==> src/rtl/johnson_seq_pkg.sv <==
// Shared definitions for the Johnson-ring sequencer: FSM encodings,
// phase count and the ring legality / phase-index helpers.
package johnson_seq_pkg;

    localparam int WIDTH_DFLT = 4;
    localparam int NPHASE     = 2 * WIDTH_DFLT;

    localparam logic [1:0] ST_IDLE  = 2'd0;
    localparam logic [1:0] ST_RUN   = 2'd1;
    localparam logic [1:0] ST_PAUSE = 2'd2;

    // A legal Johnson state has at most one 0/1 boundary between adjacent bits
    // (all zeros, all ones, ones packed from the MSB, or ones packed from the LSB).
    function automatic logic ring_legal(input logic [31:0] v, input int w);
        int edges;
        edges = 0;
        for (int i = 0; i < 31; i++) begin
            if ((i < w - 1) && (v[i] != v[i+1])) edges++;
        end
        return (edges <= 1);
    endfunction

    // Ones filling from the MSB count up 0..w; ones draining toward the LSB
    // continue the count w+1..2w-1.
    function automatic int ring_index(input logic [31:0] v, input int w);
        int ones;
        ones = 0;
        for (int i = 0; i < 32; i++) begin
            if ((i < w) && v[i]) ones++;
        end
        if (v[w-1] || (ones == 0)) return ones;
        return 2 * w - ones;
    endfunction

endpackage

==> src/rtl/johnson_shift_core.sv <==
// Johnson ring register with clear / load / step controls.
module johnson_shift_core #(
    parameter int WIDTH = 4
) (
    input  logic             clk,
    input  logic             rst,
    input  logic             en,
    input  logic             clr,
    input  logic             ld,
    input  logic [WIDTH-1:0] ld_val,
    output logic [WIDTH-1:0] q
);

    // Ring update, priority rst > clr > ld > en.
    always_ff @(posedge clk) begin
        if (rst)      q <= '0;
        else if (clr) q <= '0;
        else if (ld)  q <= ld_val;
        else if (en)  q <= {~q[0], q[WIDTH-1:1]};
    end

endmodule

==> src/rtl/johnson_seq_ctrl.sv <==
// Sequencer around a Johnson ring: start/pause/stop/seed, lap counting,
// programmed run length and one-hot phase strobes.
//
// state    | meaning
// ---------+-------------------------------------------------
// ST_IDLE  | ring parked; accepts load and start
// ST_RUN   | ring steps every edge, laps counted at wrap
// ST_PAUSE | ring and lap count held until pause drops
module johnson_seq_ctrl
    import johnson_seq_pkg::*;
#(
    parameter int WIDTH = WIDTH_DFLT,
    parameter int CNT_W = 8
) (
    input  logic               clk,
    input  logic               rst,
    input  logic               start,
    input  logic               stop,
    input  logic               pause,
    input  logic [CNT_W-1:0]   num_laps,
    input  logic               load,
    input  logic [WIDTH-1:0]   load_val,
    output logic [WIDTH-1:0]   q,
    output logic [2*WIDTH-1:0] phase,
    output logic [CNT_W-1:0]   lap_cnt,
    output logic               busy,
    output logic               done,
    output logic               err
);

    localparam int NPH   = 2 * WIDTH;
    localparam int IDX_W = (NPH > 2) ? $clog2(NPH) : 1;

    logic [1:0]       state, state_nxt;
    logic [CNT_W-1:0] target, target_nxt, lap_nxt, lap_inc;
    logic             done_nxt, err_nxt;
    logic             core_en, core_clr, core_ld;
    logic [IDX_W-1:0] idx;
    logic             wrap;

    johnson_shift_core #(.WIDTH(WIDTH)) u_core (
        .clk    (clk),
        .rst    (rst),
        .en     (core_en),
        .clr    (core_clr),
        .ld     (core_ld),
        .ld_val (load_val),
        .q      (q)
    );

    // Decode current ring state into its phase index and one-hot strobe.
    always_comb begin
        idx          = IDX_W'(ring_index(32'(q), WIDTH));
        phase        = '0;
        phase[idx]   = 1'b1;
    end

    assign wrap    = (idx == IDX_W'(NPH - 1));
    assign lap_inc = lap_cnt + CNT_W'(1);

    // Next-state, ring control and pulse generation.
    always_comb begin
        state_nxt  = state;
        target_nxt = target;
        lap_nxt    = lap_cnt;
        done_nxt   = 1'b0;
        err_nxt    = 1'b0;
        core_en    = 1'b0;
        core_clr   = 1'b0;
        core_ld    = 1'b0;
        case (state)
            ST_IDLE: begin
                if (start) begin
                    state_nxt  = ST_RUN;
                    lap_nxt    = '0;
                    target_nxt = num_laps;
                end else if (load) begin
                    if (ring_legal(32'(load_val), WIDTH)) begin
                        core_ld = 1'b1;
                    end else begin
                        core_clr = 1'b1;
                        err_nxt  = 1'b1;
                    end
                end
            end
            ST_RUN: begin
                if (stop) begin
                    state_nxt = ST_IDLE;
                    core_clr  = 1'b1;
                end else if (pause) begin
                    state_nxt = ST_PAUSE;
                end else begin
                    core_en = 1'b1;
                    if (wrap) begin
                        lap_nxt = lap_inc;
                        // Final wrap lands the ring on 0 by the step itself.
                        if ((target != '0) && (lap_inc == target)) begin
                            state_nxt = ST_IDLE;
                            done_nxt  = 1'b1;
                        end
                    end
                end
            end
            ST_PAUSE: begin
                if (stop) begin
                    state_nxt = ST_IDLE;
                    core_clr  = 1'b1;
                end else if (!pause) begin
                    state_nxt = ST_RUN;
                end
            end
            default: state_nxt = ST_IDLE;
        endcase
    end

    // Controller registers; busy is a registered view of RUN/PAUSE.
    always_ff @(posedge clk) begin
        if (rst) begin
            state   <= ST_IDLE;
            target  <= '0;
            lap_cnt <= '0;
            busy    <= 1'b0;
            done    <= 1'b0;
            err     <= 1'b0;
        end else begin
            state   <= state_nxt;
            target  <= target_nxt;
            lap_cnt <= lap_nxt;
            busy    <= (state_nxt != ST_IDLE);
            done    <= done_nxt;
            err     <= err_nxt;
        end
    end

endmodule

==> config.mk <==
export PLATFORM = sky130hd
export DESIGN_NAME = johnson_seq_ctrl
export DESIGN_NICKNAME = d
export VERILOG_FILES = /design/src/rtl/johnson_seq_pkg.sv /design/src/rtl/johnson_shift_core.sv /design/src/rtl/johnson_seq_ctrl.sv
export SDC_FILE = /design/constraint.sdc
export NUM_CORES = 1
export LEC_CHECK = 0
export BUFFER_PORTS_ARGS = -buffer_cell sky130_fd_sc_hd__buf_2
export CORE_MARGIN = 4
export CORE_UTILIZATION = 40
export DETAILED_ROUTE_END_ITERATION = 10
export GPL_TIMING_DRIVEN = 0
export PLACE_DENSITY_LB_ADDON = 0.12
export SETUP_SLACK_MARGIN = 0.5
export SLEW_MARGIN = 20
export SYNTH_ARGS = -nofsm -noshare
export SYNTH_HDL_FRONTEND = slang
export SYNTH_SLANG_ARGS = --single-unit
==> constraint.sdc <==
create_clock -name clk -period 6.75 [get_ports clk]
set_clock_uncertainty 0.2 [all_clocks]
set_input_delay 0.3375 -clock clk [delete_from_list [all_inputs] [get_ports clk]]
set_output_delay 0.3375 -clock clk [all_outputs]
set_load 0.01 [all_outputs]
# == Yosys cells after proc, flatten, opt, wreduce, memory -nomap -nowiden ==
# Index checks and enable logic that the tools add are counted.
# word_totals
register_bits,25
# classes
n_mux,49
bitwise_logic,4
n_reduce_logical,15
n_lt_le_gt_ge,3
n_addsub,7
n_eq_ne,11
# ops
operator,count
two-way mux 32 bit,14
"adder 32 x 2 -> 32 bit, second input constant",4
"less-or-equal comparator 32 x 2 -> 1 bit, second input constant",1
zero test 32 bit,1
two-way mux 8 bit,4
two-way mux 1 bit,16
one-hot mux 8 bit (2 select lines),1
two-way mux 2 bit,7
"adder 8 x 1 -> 8 bit, second input constant",1
equality test 8 bit,1
two-way mux 4 bit,2
"!= test 2 bit, second input constant",4
nonzero test 8 bit,1
two-way mux 3 bit,2
one-hot mux 2 bit (3 select lines),1
nonzero test 2 bit,3
OR reduction 2 bit,3
AND reduction 5 bit,1
OR reduction 5 bit,1
"less-than comparator 3 x 4 -> 1 bit, second input constant",1
NOT 1 bit,4
demux 1 bit (select 3 bit),1
"equality test 3 bit, second input constant",1
"greater-or-equal comparator 3 x 1 -> 1 bit, second input constant",1
other kinds (10),13

# == Depth between registers and ports, before layout ==
# depth
word_depth,21
mapped_depth,14
depth_no_buf,12

# == Hierarchy ==
# From an unflattened synthesis, not the netlist that was laid out.
# hier_totals
hier_cells,235
hier_area_um2,1839.3
# by_module_without_submodules
module,area_each_um2,cells_each,instances
johnson_seq_ctrl,1639.1,216,1
johnson_shift_core,200.2,19,1

# == Worst setup path after synthesis ==
# Ideal clock, no wire load.
# synth_timing
path_kind,register to register
from,reg u_core.q[0]
to,reg lap_cnt[3]
arrival_ps,3157
setup_slack_ps,3317
t_required_ps,6475
n_path_buf,1
synth_period_minus_slack_ps,3433
path_stages_with_launch,14
setup_ps,75
path_cell_list,dfxtp_1 -> inv_1 -> ha_1 -> buf_6 -> xor2_2 -> ha_1 -> nand2_1 -> a21boi_0 -> ha_1 -> inv_1 -> a2111oi_4 -> o311ai_1 -> or4b_1 -> o22ai_1
# synth_between
elab_chain_cells,14
elab_cells_between_ends,16
classes_between,add/sub: 4; eq/ne: 2; mux: 7; reduce/logical: 3
# synth_rtl
item,line,source
"start, declared",johnson_shift_core.sv:11,output logic [WIDTH-1:0] q
"start signal, assigned",johnson_shift_core.sv:18,else if (ld) q <= ld_val;
"start signal, assigned",johnson_shift_core.sv:19,"else if (en) q <= {~q[0], q[WIDTH-1:1]};"
two-way mux 1 bit *,johnson_seq_pkg.sv:29,if ((i < w) && v[i]) ones++;
adder 1 x 1 -> 2 bit,johnson_seq_pkg.sv:29,
two-way mux 32 bit *,johnson_seq_pkg.sv:29,
adder 32 x 2 -> 32 bit,johnson_seq_pkg.sv:29,
two-way mux 32 bit *,johnson_seq_pkg.sv:29,
adder 32 x 2 -> 32 bit,johnson_seq_pkg.sv:29,
two-way mux 32 bit *,johnson_seq_pkg.sv:29,
zero test 32 bit,johnson_seq_pkg.sv:31,if (v[w-1] || (ones == 0)) return ones;
logical OR 1 bit,johnson_seq_pkg.sv:31,
two-way mux 3 bit / two-way mux 1 bit (equally long branches),johnson_seq_pkg.sv:31,
two-way mux 3 bit *,johnson_seq_pkg.sv:32,return 2 * w - ones;
equality test 3 bit *,johnson_seq_ctrl.sv:58,assign wrap = (idx == IDX_W'(NPH - 1));
!= test 2 bit (no source line) *,--,
AND reduction 5 bit (no source line) *,--,
"end signal, assigned",johnson_seq_ctrl.sv:128,lap_cnt <= lap_nxt;
"end, declared",johnson_seq_ctrl.sv:25,"output logic [CNT_W-1:0] lap_cnt,"
# Mark *: on every way between the ends. The rest lies on a longest branch, timed or not.
# A chain may end at the register's enable or synchronous reset.

# == Final worst setup path ==
# layout_timing
from,reg u_core.q[0]
to,out phase[7]
# layout_between
elab_chain_cells,15
elab_cells_between_ends,18
classes_between,add/sub: 4; order compare: 2; mux: 9; reduce/logical: 3
# layout_rtl
item,line,source
two-way mux 1 bit *,johnson_seq_pkg.sv:29,
adder 1 x 1 -> 2 bit,johnson_seq_pkg.sv:29,
two-way mux 32 bit *,johnson_seq_pkg.sv:29,
adder 32 x 2 -> 32 bit,johnson_seq_pkg.sv:29,
two-way mux 32 bit *,johnson_seq_pkg.sv:29,
adder 32 x 2 -> 32 bit,johnson_seq_pkg.sv:29,
two-way mux 32 bit *,johnson_seq_pkg.sv:29,
zero test 32 bit,johnson_seq_pkg.sv:31,
logical OR 1 bit,johnson_seq_pkg.sv:31,
two-way mux 3 bit / two-way mux 1 bit (equally long branches),johnson_seq_pkg.sv:31,
two-way mux 3 bit *,johnson_seq_pkg.sv:32,
less-than comparator 3 x 4 -> 1 bit (implied by the code) / greater-or-equal comparator 3 x 1 -> 1 bit (equally long branches),johnson_seq_ctrl.sv:55,phase[idx] = 1'b1;
logical AND 1 bit (implied by the code),johnson_seq_ctrl.sv:55,
two-way mux 1 bit (implied by the code),johnson_seq_ctrl.sv:55,
demux 1 bit (select 3 bit) *,johnson_seq_ctrl.sv:55,
"end, declared",johnson_seq_ctrl.sv:24,"output logic [2*WIDTH-1:0] phase,"
# Marks and branches as above.

==> results.yml <==
run_status:
  outcome: "complete, no violations"
clock_tree:
  clk_pin_slew_ps: 100
  cts-root-buf: "clkbuf_8"
  hold_buffers: 0
  numCtsBuffers: 3
  clk_latency_ps: 280
  cts_tree: "done"
  cts_resized: 0
  max-clock-path-buffers: 2
  cts.sinks: 25
  cts_max_level: 1
  post-cts-setup-buffer-count: 0
critical_path:
  cpMaxStageDelayCell: "o311ai_1"
  arrival_ps: 3620
  setup.worst_path.class: "reg2out"
  crit_path_max_incr_delay_ps: 630
  timing.rr.start: "u_core.q[0]$_SDFFE_PP0P_"
  cp_cell_sequence: "inv_1 > ha_1 > buf_6 > xor2_2 > ha_1 > nand2_1 > a21boi_0 > ha_1 > o21ai_0 > o311ai_1 > buf_2 > inv_1 > buf_2"
  required_ps: 6210
  crit_path_start: "u_core.q[0]$_SDFFE_PP0P_"
  path_common_cell: "ha_1"
  crit_path_end_kind: "primary output"
  crit_fanout: 10
  cp-start-kind: "flip-flop"
sta:
  finalSetupViolations: 0
  setup_ws_ps: 2590
  worst_pin_slew_ps: 660
  slew_violations: 0
  fin_tns_setup_ps: 0
  hold_viol_final: 0
  timing.final.crit_share_pct: 61.6
  relSlewSlack_pct: 55.3
  post-route-min-period_ps: 4160
  rsz0062_at_grt: "false"
  fmax_mhz: 241
synthesis:
  yosysSeqAreaShare_pct: 25.9
  synth.distinct_cells: 47
  synth_top_area_share_pct: 25.9
  yosys_warnings: 0
  ys_ff_latch: 25
  synth_largest_area_cell: "dfxtp_1"
  synth_ff_type: "dfxtp_1"
  synth_cells: 255
  syn-cell-area_sq_um: 1930
  synth_nets: 284
  synth_edf_count: 0
  async_flop_share_pct: 0
  synth.avg_cell_area_sq_um: 7.59
  synthTopCellsByArea: "dfxtp_1 26%, ha_1 7.1%, a21oi_1 6.5%"
detailed_routing:
  routedWlPerCell_microns: 13.6
  drt-total-wl_microns: 4790
  drt-vias-per-instance: 5.43
  ant_nets: 0
  drtIter0Drc: 108
  vias: 1910
  dr.pass1.iters: 4
  drc_errors: 0
global_route:
  antenna_found_initial: 0
  grt_max_degree: 16
  grt_pass1_wl_microns: 8260
  grt.total_usage_pct: 16.3
  grt_overflow: 0
  grt_pass1_vias: 1770
finish:
  final_cell_mix: "44 x buf_2, 25 x a21oi_1, 25 x dfxtp_1"
  nNetsFinal: 328
  design_area_sq_um: 2250
  fillCellCount: 506
  layout_commonest_cell: "buf_2"
  antenna_cells: 0
  fin_util_pct: 47.9
  drive_above_1_share_pct: 18.5
  areaGrowthSynthToFinish_pct: 16.1
floorplanning:
  die_w_microns: 77.5
  dieArea_sq_um: 6010
  rows: 25
  fp.dieH_microns: 77.5
  io_pins: 41
  core-area_sq_um: 4690
  initial_core_util_pct: 41.2
power:
  share_seq_of_total_power_pct: 40.5
  ir_drop_uv: 88.6
  power_density_nw_per_um2: 178
  p_switching_uw: 144
  fin_total_pwr_uw: 400
  power_frac_comb_pct: 36.1
  leakage_nw: 0.968
  clkPwrFrac_pct: 23.3
  swShare_pct: 35.9
  intPower_uw: 257
hold_path:
  worstHoldStart: "num_laps[1]"
  hp-class: "in2reg"
place:
  io_buffers: 39
  dp_slack_ps: 2810
  place_hpwl_microns: 3620
  dpl-instance-area_sq_um: 2200
  gp_congestion: 0.779
flow_run:
  maxCapViolations: 0
## per-layer routing
layer,wire length [microns],track usage [%],vias to the layer above
li1,-,-,1003
met1,2530,24.0,868
met2,2040,25.4,35
met3,189,2.20,4
met4,38,3.38,0
met5,0,0,-
## final timing paths
| kind | to | slack, ps | depth (start not counted) |
|---|---|---|---|
| setup / recovery | phase[7] | 2590 | 13 |
| hold / removal | target[1]$_SDFFE_PP0P_ | 100 | 3 |
| setup reg to reg | done$_SDFF_PP0_ | 2790 | 13 |
| hold reg to reg | target[0]$_SDFFE_PP0P_ | 280 | 2 |
## critical path, delay by kind of cell (launching register included)
kind,cells,cell delay [ps]
AO/OA/AOI/OAI,3,980
flip-flops,1,420
XOR/XNOR,1,290
adder cells (fa/ha/maj),3,880
AND/OR/NAND/NOR,1,80
buffers and inverters,5,710
## cells in the mapped netlist, drive strengths merged, types with 2 or more instances
| cell type | number |
|---|---|
| o32ai | 2 |
| buf | 6 |
| a31oi | 4 |
| nor4 | 3 |
| inv | 12 |
| o21ai | 7 |
| nor2 | 24 |
| nor2b | 5 |
| nor3 | 6 |
| o21a | 2 |
| and3 | 4 |
| a21oi | 25 |
| and2 | 2 |
| or3 | 5 |
| o22ai | 5 |
| or3b | 2 |
| ha | 11 |
| xor2 | 5 |
| nand2 | 18 |
| a21o | 6 |
| nand3 | 11 |
| nand2b | 13 |
| a2111oi | 5 |
| nand3b | 4 |
| nand4 | 3 |
| dfxtp | 25 |
| xnor2 | 11 |
| a211oi | 5 |
| clkbuf | 9 |
## stage by stage
step	hold slack (ps)	std cells
6_report	97.5	352
5_1_grt	103	352
4_1_cts	96.9	352
3_5_place_dp	265	348
3_3_place_gp	263	348
2_1_floorplan	249	255
## layout make-up
type / count / area [sq um] / area share, %
Timing Repair Buffer: 39 / 195 / 8.69
Clock inverter: 1 / 7.51 / 0.334
Buffer: 15 / 70.1 / 3.12
Clock buffer: 3 / 41.3 / 1.84
Multi-Input combinational cell: 203 / 1320 / 58.7
Sequential cell: 25 / 500 / 22.3
Inverter: 12 / 45.0 / 2.01
Tap cell: 54 / 67.6 / 3.01
## state kept, by name, summed over array words and instances (netlist names)
signal    count
state         2
lap_cnt       8
busy          1
err           1
u_core.q      4
target        8
done          1
## power groups by stage
stage                     combinational, mW  sequential [mW]  clock (mW)
after global placement                0.143            0.166           0
after CTS                             0.146            0.162      0.0959
after global routing                  0.165            0.164       0.101
after floorplan                       0.105            0.165           0
after detailed placement              0.145            0.166           0
final                                 0.145            0.162      0.0935
## cell families after synthesis
group	count (synthesis)	share of synthesized area [%]
AND/OR/NAND/NOR	105	28.6
AO/OA/AOI/OAI	70	24.3
buffers and inverters	27	5.95
flip-flops	25	25.9
XOR/XNOR	16	7.63
adder cells (fa/ha/maj)	11	7.12
multiplexers	1	0.517
No activity file was read; power rests on OpenSTA's default activity.
